--- src/rtl/pulse_blinker_pkg.sv ---
// -----------------------------------------------------------------------------
// pulse_blinker_pkg
// Shared types and helpers for the pulse_blinker block.
//   blink_state_t : FSM state encoding (IDLE, ON, GAP)
//   calc_cbits    : phase-counter width, $clog2 of the longer phase, minimum 1
// -----------------------------------------------------------------------------
package pulse_blinker_pkg;

  typedef enum logic [1:0] {
    IDLE = 2'd0,
    ON   = 2'd1,
    GAP  = 2'd2
  } blink_state_t;

  // The counter only has to reach (cycles-1), so $clog2 of the longer phase
  // is enough; a 1-cycle phase would give 0 bits, hence the floor of 1.
  function automatic int calc_cbits(input int on_c, input int gap_c);
    int m;
    int w;
    m = (on_c > gap_c) ? on_c : gap_c;
    w = $clog2(m);
    return (w < 1) ? 1 : w;
  endfunction

endpackage

--- src/rtl/pulse_blinker_blink_timer.sv ---
// -----------------------------------------------------------------------------
// blink_timer
// Phase counter for pulse_blinker. Counts up by one per cycle from 0 and is
// forced back to 0 by clear. expire is combinational: high while count == limit.
// Ports:
//   clk, rst  : clock, synchronous active-high reset
//   clear     : load 0 on the next edge (has priority over counting)
//   limit     : terminal count for the current phase
//   expire    : count equals limit this cycle
// -----------------------------------------------------------------------------
module blink_timer #(
  parameter int cbits = 1
) (
  input  logic             clk,
  input  logic             rst,
  input  logic             clear,
  input  logic [cbits-1:0] limit,
  output logic             expire
);

  logic [cbits-1:0] count_q;
  logic [cbits-1:0] count_d;

  always_comb begin
    count_d = count_q + cbits'(1);
    if (clear) begin
      count_d = '0;
    end
  end

  always_ff @(posedge clk) begin
    if (rst) begin
      count_q <= '0;
    end else begin
      count_q <= count_d;
    end
  end

  assign expire = (count_q == limit);

endmodule

--- src/rtl/pulse_blinker.sv ---
// -----------------------------------------------------------------------------
// pulse_blinker
// Turns single-cycle event strobes into visible LED blinks: on for on_cycles,
// then off for gap_cycles. Events arriving during a blink are queued in a
// saturating pending counter and replayed back-to-back with no IDLE cycle.
//
// Optional feature: define PULSE_BLINKER_OVERFLOW_EN to get a sticky
// o_overflow flag for dropped events; otherwise o_overflow is tied to 0.
//
// Ports:
//   clk, rst     : clock, synchronous active-high reset
//   i_pulse      : event strobe, every high cycle is one event
//   o_led        : registered LED drive (active_value while on)
//   o_busy       : registered, high while the FSM is ON or GAP
//   o_pending    : number of queued blinks
//   o_overflow   : sticky dropped-event flag (see macro above)
//   o_dbg_state  : current FSM state (blink_state_t encoding)
// -----------------------------------------------------------------------------
module pulse_blinker
  import pulse_blinker_pkg::*;
#(
  parameter logic active_value = 1'b1,
  parameter int   on_cycles    = 12500000,
  parameter int   gap_cycles   = 12500000,
  parameter int   max_pending  = 15,
  parameter int   pbits        = $clog2(max_pending + 1),
  parameter int   cbits        = calc_cbits(on_cycles, gap_cycles)
) (
  input  logic             clk,
  input  logic             rst,
  input  logic             i_pulse,
  output logic             o_led,
  output logic             o_busy,
  output logic [pbits-1:0] o_pending,
  output logic             o_overflow,
  output logic [1:0]       o_dbg_state
);

  localparam logic [cbits-1:0] on_lim  = cbits'(on_cycles - 1);
  localparam logic [cbits-1:0] gap_lim = cbits'(gap_cycles - 1);
  localparam logic [pbits-1:0] pmax    = pbits'(max_pending);

  blink_state_t     state_q, state_d;
  logic             led_q, led_d;
  logic             busy_q, busy_d;
  logic [pbits-1:0] pending_q, pending_d;

  logic             timer_clear;
  logic [cbits-1:0] timer_limit;
  logic             expire;
  logic             consume;   // a queued event starts the next blink
  logic             direct;    // live pulse on the final GAP cycle starts it
  logic             accept;    // pulse that goes into the queue
  logic             saturated;

  assign timer_limit = (state_q == GAP) ? gap_lim : on_lim;

  blink_timer #(
    .cbits(cbits)
  ) u_timer (
    .clk    (clk),
    .rst    (rst),
    .clear  (timer_clear),
    .limit  (timer_limit),
    .expire (expire)
  );

  // Next-state logic. The timer is held at 0 in IDLE so the first ON cycle
  // always sees count 0; every phase change clears it again.
  always_comb begin
    state_d     = state_q;
    timer_clear = 1'b0;
    consume     = 1'b0;
    direct      = 1'b0;
    case (state_q)
      IDLE: begin
        timer_clear = 1'b1;
        if (i_pulse) begin
          state_d = ON;
        end
      end
      ON: begin
        if (expire) begin
          state_d     = GAP;
          timer_clear = 1'b1;
        end
      end
      GAP: begin
        if (expire) begin
          timer_clear = 1'b1;
          if (pending_q != '0) begin
            state_d = ON;
            consume = 1'b1;
          end else if (i_pulse) begin
            state_d = ON;
            direct  = 1'b1;
          end else begin
            state_d = IDLE;
          end
        end
      end
      default: begin
        state_d     = IDLE;
        timer_clear = 1'b1;
      end
    endcase
  end

  // Pending counter. A pulse used directly on the last GAP cycle never
  // enters the queue; simultaneous add and consume cancel out, which also
  // means a saturated queue drops nothing in that cycle.
  assign accept    = i_pulse && (state_q != IDLE) && !direct;
  assign saturated = (pending_q == pmax);

  always_comb begin
    pending_d = pending_q;
    if (accept && !consume) begin
      if (!saturated) begin
        pending_d = pending_q + pbits'(1);
      end
    end else if (!accept && consume) begin
      pending_d = pending_q - pbits'(1);
    end
  end

  // Outputs are registered from the next state so o_led/o_busy line up with
  // the state they describe.
  always_comb begin
    led_d  = (state_d == ON) ? active_value : ~active_value;
    busy_d = (state_d != IDLE);
  end

  always_ff @(posedge clk) begin
    if (rst) begin
      state_q   <= IDLE;
      led_q     <= ~active_value;
      busy_q    <= 1'b0;
      pending_q <= '0;
    end else begin
      state_q   <= state_d;
      led_q     <= led_d;
      busy_q    <= busy_d;
      pending_q <= pending_d;
    end
  end

`ifdef PULSE_BLINKER_OVERFLOW_EN
  logic drop;
  logic overflow_q, overflow_d;

  assign drop = accept && !consume && saturated;

  always_comb begin
    overflow_d = overflow_q | drop;
  end

  always_ff @(posedge clk) begin
    if (rst) begin
      overflow_q <= 1'b0;
    end else begin
      overflow_q <= overflow_d;
    end
  end

  assign o_overflow = overflow_q;
`else
  assign o_overflow = 1'b0;
`endif

  assign o_led       = led_q;
  assign o_busy      = busy_q;
  assign o_pending   = pending_q;
  assign o_dbg_state = state_q;

endmodule

--- config.mk ---
export PLATFORM = sky130hd
export DESIGN_NAME = pulse_blinker
export DESIGN_NICKNAME = d
export VERILOG_FILES = /design/src/rtl/pulse_blinker_pkg.sv /design/src/rtl/pulse_blinker_blink_timer.sv /design/src/rtl/pulse_blinker.sv
export SDC_FILE = /design/constraint.sdc
export NUM_CORES = 1
export LEC_CHECK = 0
export CAP_MARGIN = 20
export CORE_ASPECT_RATIO = 1.75
export CORE_MARGIN = 4
export CORE_UTILIZATION = 58
export DETAILED_ROUTE_END_ITERATION = 6
export GPL_ROUTABILITY_DRIVEN = 1
export PLACE_DENSITY = 0.75
export SLEW_MARGIN = 20
export SYNTH_ARGS = -nofsm -noshare
export SYNTH_HDL_FRONTEND = slang
export SYNTH_HIERARCHICAL = 1
export SYNTH_SLANG_ARGS = --single-unit
--- constraint.sdc ---
create_clock -name clk -period 2.9 [get_ports clk]
set_input_delay 0.58 -clock clk [delete_from_list [all_inputs] [get_ports clk]]
set_output_delay 0.58 -clock clk [all_outputs]
set_load 0.01 [all_outputs]
==> metrics, run 1 <==
die height 83.3 um; Post-Route WL 3830 um; CTS tree built; Synth-to-Final Area Change 20.4%; via-per-instance ratio 5.31; All-Layer GR Usage 0.198; clock tree buffer depth 2; flops & latches, synth 32; Hold Fails Final Rpt 0; Synth top area share 0.341; Setup violations, final 0; Synth Cell Area 1880 sq um; Max-Cap Viols 0; crit path cell chain xor2_1 -> nor4_2 -> nand4_1 -> nor3_2 -> nand2_2 -> nand2_1 -> ha_1 -> a21o_1 -> a21oi_2 -> mux2i_1 -> mux2_1; Hold/Removal Path Class flop to flop; Hold Buf Count CTS 0; Die Wd 51.0 um; fillers 277; root buffer cell clkbuf_8; max incr delay on CP 0.35 ns; layout net count 266; ys async rst share 0; Final GP Congestion 0.742; I/O Buffers 10; multi-input logic area 1280 sq um; Post-DRT Antenna Nets 0; final non-filler cell area 2260 sq um; Worst Skew 0.00609 ns; DRT iter0 DRCs 25; CP Data Required Time 3.07 ns; Critical Path AT 2.87 ns; dominant cells by area after synthesis dfxtp_1 (34%), xor2_1 (13%), ha_1 (4.7%), nand4_1 (4.7%), xnor2_1 (4.7%); largest net degree at the start of global routing 24; Core Area 3140 sq um; CP Class flop to flop; Post-Route Setup TNS 0 ns; Main synth FF type dfxtp_1; Reg clk slew, reported paths 0.07 ns; die area 4250 sq um; final slew viol count 0; starting density of the core 0.599; Storage cell area 643 sq um; kind of end point of the critical path flop; area post-placement 2120 sq um; Tmin final 2.69 ns; EDFF count, synth 0; worst vdd ir 0.378 mV; Final Cycle Share 0.929; most common library cells after synthesis dfxtp_1 (32), xor2_1 (28), nor2_1 (18); H-tree Lvls 2; via count 1589; Clock Latency Late Sink 0.28 ns; Post-Syn Instances 216; status complete, no violations; dpl hpwl 2900 um; first-pass GRT wire length 6580 um; DRC errors left 0; total grt overflow 0; Setup WS pre-CTS -0.000175 ns; sequential-to-total area share from yosys stat 0.341; clk sinks 32; number of global-route vias before repair 1561; DR WL/cell 12.8 um; Avg Synthesized Cell Area 8.71 sq um; Power Density 430 nW/um^2; Synth cell types 44; CTS Buf Count 5; ANT cells 0; layout cells sized above 1 0.113; count leader, synth dfxtp_1; Max Fclk 0.371 GHz; fin worst setup slack 0.205 ns; initial antenna violation count 0; crit path launch type flop; Worst Path Max Fanout 5; Slowest cell on crit path dfxtp_2; IO Count 12; yosys warns 6; Yosys top cell by area dfxtp_1; LEAKAGE 0.883 nW; drt first pass iters 4; row cnt 27
==> cells in the final DEF (no fill, tap or decap), types with 2 or more instances in the layout <==
cell type        netlist  routed
nand2_1                7       7
nor2_1                18      18
dfxtp_1               32      30
a21oi_1               12      11
xor2_1                28      28
nand4_1               14      14
conb_1                 2      25
and3_1                 2       2
or4_1                  5       5
clkbuf_8               0       5
clkdlybuf4s50_1        0      10
nor4_1                 4       2
buf_4                  1       8
nand3_1               11      11
dfxtp_2                0       2
nor3_1                 5       4
and2_1                 3       3
o21ai_0                8       8
inv_1                  6       6
xnor2_1               10      10
or3_1                  6       6
nor4_2                 0       2
ha_1                   7       7
and4_2                 2       2
and4_1                 2       2
o31ai_1                4       4
==> power by group <==
group          switching, mW  total (mW)  internal (mW)
clock network          0.160       0.415          0.255
logic                 0.0503       0.102         0.0515
registers            0.00953       0.457          0.448
==> through the flow <==
step / hold WS [ns] / power, mW / utilization / instances
3_3_place_gp: 0.475 / 0.565 / 0.674 / 289
3_5_place_dp: 0.482 / 0.566 / 0.674 / 289
6_report: 0.496 / 0.974 / 0.720 / 299
4_1_cts: 0.499 / 0.978 / 0.710 / 297
5_1_grt: 0.527 / 1.02 / 0.720 / 299
2_1_floorplan: 0.448 / 0.535 / - / 239
==> worst paths after layout <==
kind / from / end / slack (ns) / cells past startpoint
worst min register to register: u_timer/count_q[23] / u_timer/count_q[23] / 0.50 / 2
worst max-delay path: u_timer/count_q[9] / o_pending[3] / 0.21 / 11
worst min-delay path: u_timer/count_q[23] / u_timer/count_q[23] / 0.50 / 2
worst max register to register: u_timer/count_q[9] / o_pending[3] / 0.21 / 11
==> routing by layer <==
| metal | share of wire | track usage |
|---|---|---|
| met3 | 0.018 | 0.0395 |
| met1 | 0.38 | 0.192 |
| met5 | 0 | 0 |
| met4 | 0.019 | 0.0711 |
| met2 | 0.59 | 0.385 |
==> kinds of logic (layout without fill, tap and decap cells) <==
family                   Yosys count  count (layout)  share of synthesized area
AO/OA/AOI/OAI                     32              32                      0.104
XOR/XNOR                          38              38                      0.177
adder cells (fa/ha/maj)            8               8                     0.0572
buffers and inverters             15              32                     0.0379
flip-flops                        32              32                      0.341
multiplexers                       2               2                     0.0113
other                              2              25                    0.00399
AND/OR/NAND/NOR                   87              87                      0.268
==> critical path, delay by kind of cell, from the launching register on <==
| family | cells | cell delay, ns |
|---|---|---|
| AOI/OAI and AO/OA | 2 | 0.32 |
| xor gates and xnor gates | 1 | 0.17 |
| adders and majority gates | 1 | 0.22 |
| DFF | 1 | 0.35 |
| muxes | 2 | 0.54 |
| and+or+nand+nor | 5 | 0.97 |
==> sequential cells by signal, summed over array words and instances, names as in the netlist <==
signal	count
u_timer/count_q	24
o_pending	4
o_dbg_state	2
o_busy	1
o_led	1
==> final cells by class <==
cell class,instances,area share
Multi-Input combinational cell,192,0.564
Tap cell,43,0.0238
Sequential cell,32,0.284
Inverter,6,0.00995
Clock buffer,6,0.0321
Clock inverter,2,0.0155
Timing Repair Buffer,18,0.0708
==> what timing repair did <==
| action | 4_1_cts | 5_1_grt |
|---|---|---|
| pin swaps | 0 | 5 |
| buffers inserted | 0 | 2 |
| cloned | 0 | 0 |
| endpoints found under the setup margin | 1 | 1 |
| gates resized for setup | 1 | 5 |
Power figures use the tool's default switching activity.
==> run 2: changes to the inputs <==
--- a/config.mk
+++ b/config.mk
@@ -17,3 +17,4 @@
 export SYNTH_HDL_FRONTEND = slang
 export SYNTH_HIERARCHICAL = 1
 export SYNTH_SLANG_ARGS = --single-unit
+export TNS_END_PERCENT = 10
==> results of run 2 <==
Same layout as run 1: the final DEF is identical, and so are final timing and power.
==> run 3: changes to the inputs <==
--- a/config.mk
+++ b/config.mk
@@ -11,6 +11,7 @@
 export CORE_UTILIZATION = 58
 export DETAILED_ROUTE_END_ITERATION = 6
 export GPL_ROUTABILITY_DRIVEN = 1
+export MAX_ROUTING_LAYER = met4
 export PLACE_DENSITY = 0.75
 export SLEW_MARGIN = 20
 export SYNTH_ARGS = -nofsm -noshare
==> run 3 against run 2 <==
Register-to-register slack barely moved. Hold slack barely moved. Count of clock-buffer cells in the layout did not move. Sequential share of layout area did not move. Critical path depth did not move. Utilization did not move. First-iteration DRC count did not move. Maximum frequency barely moved. Clock power barely moved. Critical path type unchanged. Critical endpoint unchanged.
==> metrics, run 3 (synthesized netlist as in run 1, its figures left out) <==
worst path bufs/invs 0 (unchanged); I/O Buffers 10 (unchanged); leading cell types in the layout, fill and taps excluded dfxtp_1 (30), xor2_1 (28), conb_1 (25), nor2_1 (18), nand4_1 (14); first-pass GRT wire length 6570 um (-0.11%); CTS tree built; Psw 0.219 mW (-0.31%); All-Layer GR Usage 0.203 (+0.00527); Max-Cap Viols 0 (unchanged); Final Cycle Share 0.929 (about the same); drt first pass iters 4 (unchanged); layout cells sized above 1 0.113 (unchanged); final core utilization 0.720 (unchanged); H-tree Lvls 2 (unchanged); Pint 0.754 mW (about the same); Post-DRT Antenna Nets 0 (unchanged); CP Class flop to flop; GR Layer Usage met1 0.192 (unchanged); LEAKAGE 0.883 nW (unchanged); Hold Fails Final Rpt 0 (unchanged); worst vdd ir 0.378 mV (about the same); via count 1589 (unchanged); Die Wd 51.0 um (unchanged); CTS Buf Count 5 (unchanged); Post-Route WL 3840 um (+0.26%); met2 Track Usage GR 0.385 (unchanged); GRT met3 Usage 0.0395 (unchanged); Synth-to-Final Area Change 20.4% (unchanged); starting density of the core 0.599 (unchanged); clk sinks 32 (unchanged); register share of total power 0.470 (about the same); Worst Skew 0.00595 ns (-0.000143 ns); Worst path top cell family by delay simple AND/OR/NAND/NOR gates; Hold/Removal Path Class flop to flop; IO Count 12 (unchanged); clock tree buffer depth 2 (unchanged); Setup violations, final 0 (unchanged); Power Density 430 nW/um^2 (about the same); final slew viol count 0 (unchanged); Gate power share 0.105 (about the same); max incr delay on CP 0.35 ns (about the same); dpl hpwl 2900 um (unchanged); DR WL/cell 12.8 um (+0.26%); Core Area 3140 sq um (unchanged); layout net count 266 (unchanged); DRC errors left 0 (unchanged); ANT cells 0 (unchanged); max reg flops 24 (unchanged); via-per-instance ratio 5.31 (unchanged); Slowest cell on crit path dfxtp_2; Critical Path AT 2.86 ns (about the same); crit path cell chain xor2_1 -> nor4_2 -> nand4_1 -> nor3_2 -> nand2_2 -> nand2_1 -> ha_1 -> a21o_1 -> a21oi_2 -> mux2i_1 -> mux2_1; largest net degree at the start of global routing 24 (unchanged); Worst Path Max Fanout 5 (unchanged); clock share of power 0.426 (about the same); number of global-route vias before repair 1562 (+0.064%); root buffer cell clkbuf_8; commonest non-fill, non-tap cell in the layout dfxtp_1; Post-Route Setup TNS 0 ns (unchanged); Largest Register u_timer/count_q; Switching Share 0.225 (-0.000542); Tmin final 2.69 ns (-0.000601 ns); gr busiest metal met2; Clock Latency Late Sink 0.28 ns (about the same); initial antenna violation count 0 (unchanged); crit path launch type flop; Hold Buf Count CTS 0 (unchanged); Reg clk slew, reported paths 0.07 ns (about the same); die height 83.3 um (unchanged); CP Data Required Time 3.07 ns (about the same); kind of end point of the critical path flop; die area 4250 sq um (unchanged); Final GP Congestion 0.752 (+1.3%); status complete, no violations; DRT iter0 DRCs 25 (unchanged); Max Fclk 0.371 GHz (about the same); row cnt 27 (unchanged); total grt overflow 0 (unchanged)
run 3: cell counts in the layout (fill, tap and decap cells not counted):
No cell type changed its count.
run 3: stage by stage:
step                hold WS (ns)  setup slack (ns)  total power, mW  area, sq um  instances
floorplan                  0.448             0.279            0.535         1970        239
global placement           0.475            0.0598            0.565         2120        289
detailed placement         0.482         -0.000175            0.566         2120        289
CTS                        0.499            0.0340            0.978         2230        297
global route               0.527          -0.00483             1.02         2260        299
finish                     0.496             0.206            0.973         2260        299
run 3: layer usage:
metal  part of all wire  vias to the layer above
li1                   -                      817
met3              0.017                        7
met4              0.018                        0
met5                  0                        -
met2               0.59                       19
met1               0.38                      746
run 3: timing repair:
action	4_1_cts	5_1_grt
pin swaps	0	5
resized for setup	1	5
buffers inserted	0	2
cloned	0	0
endpoints found under the setup margin	1	1
run 3: layout make-up:
| class | instances | area [sq um] |
|---|---|---|
| Inverter | 6 | 22.5 |
| Timing Repair Buffer | 18 | 160 |
| Clock buffer | 6 | 72.6 |
| Tap cell | 43 | 53.8 |
| Sequential cell | 32 | 643 |
| Clock inverter | 2 | 35.0 |
| Fill cell | 277 | 878 |
| Multi-Input combinational cell | 192 | 1280 |
run 3: tightest hold or removal path, delay by kind of cell, from the launching register on:
family / cells / cell delay, ns
flip-flops: 1 / 0.33
AO/OA/AOI/OAI: 2 / 0.12
run 3: power by group through the flow:
stage	Sequential (mW)	Combinational [mW]	Clock, mW
floorplan	0.469	0.0660	0
global placement	0.467	0.0976	0
detailed placement	0.467	0.0987	0
CTS	0.457	0.0997	0.421
global route	0.458	0.114	0.444
finish	0.457	0.102	0.414
run 3: path summary, 6_finish.rpt:
check / from / to / slack, ns / depth (start not counted)
worst max register to register: u_timer/count_q[9] / o_pending[3] / 0.21 / 11
worst min register to register: u_timer/count_q[23] / u_timer/count_q[23] / 0.50 / 2
worst min-delay path: u_timer/count_q[23] / u_timer/count_q[23] / 0.50 / 2
worst max-delay path: u_timer/count_q[9] / o_pending[3] / 0.21 / 11
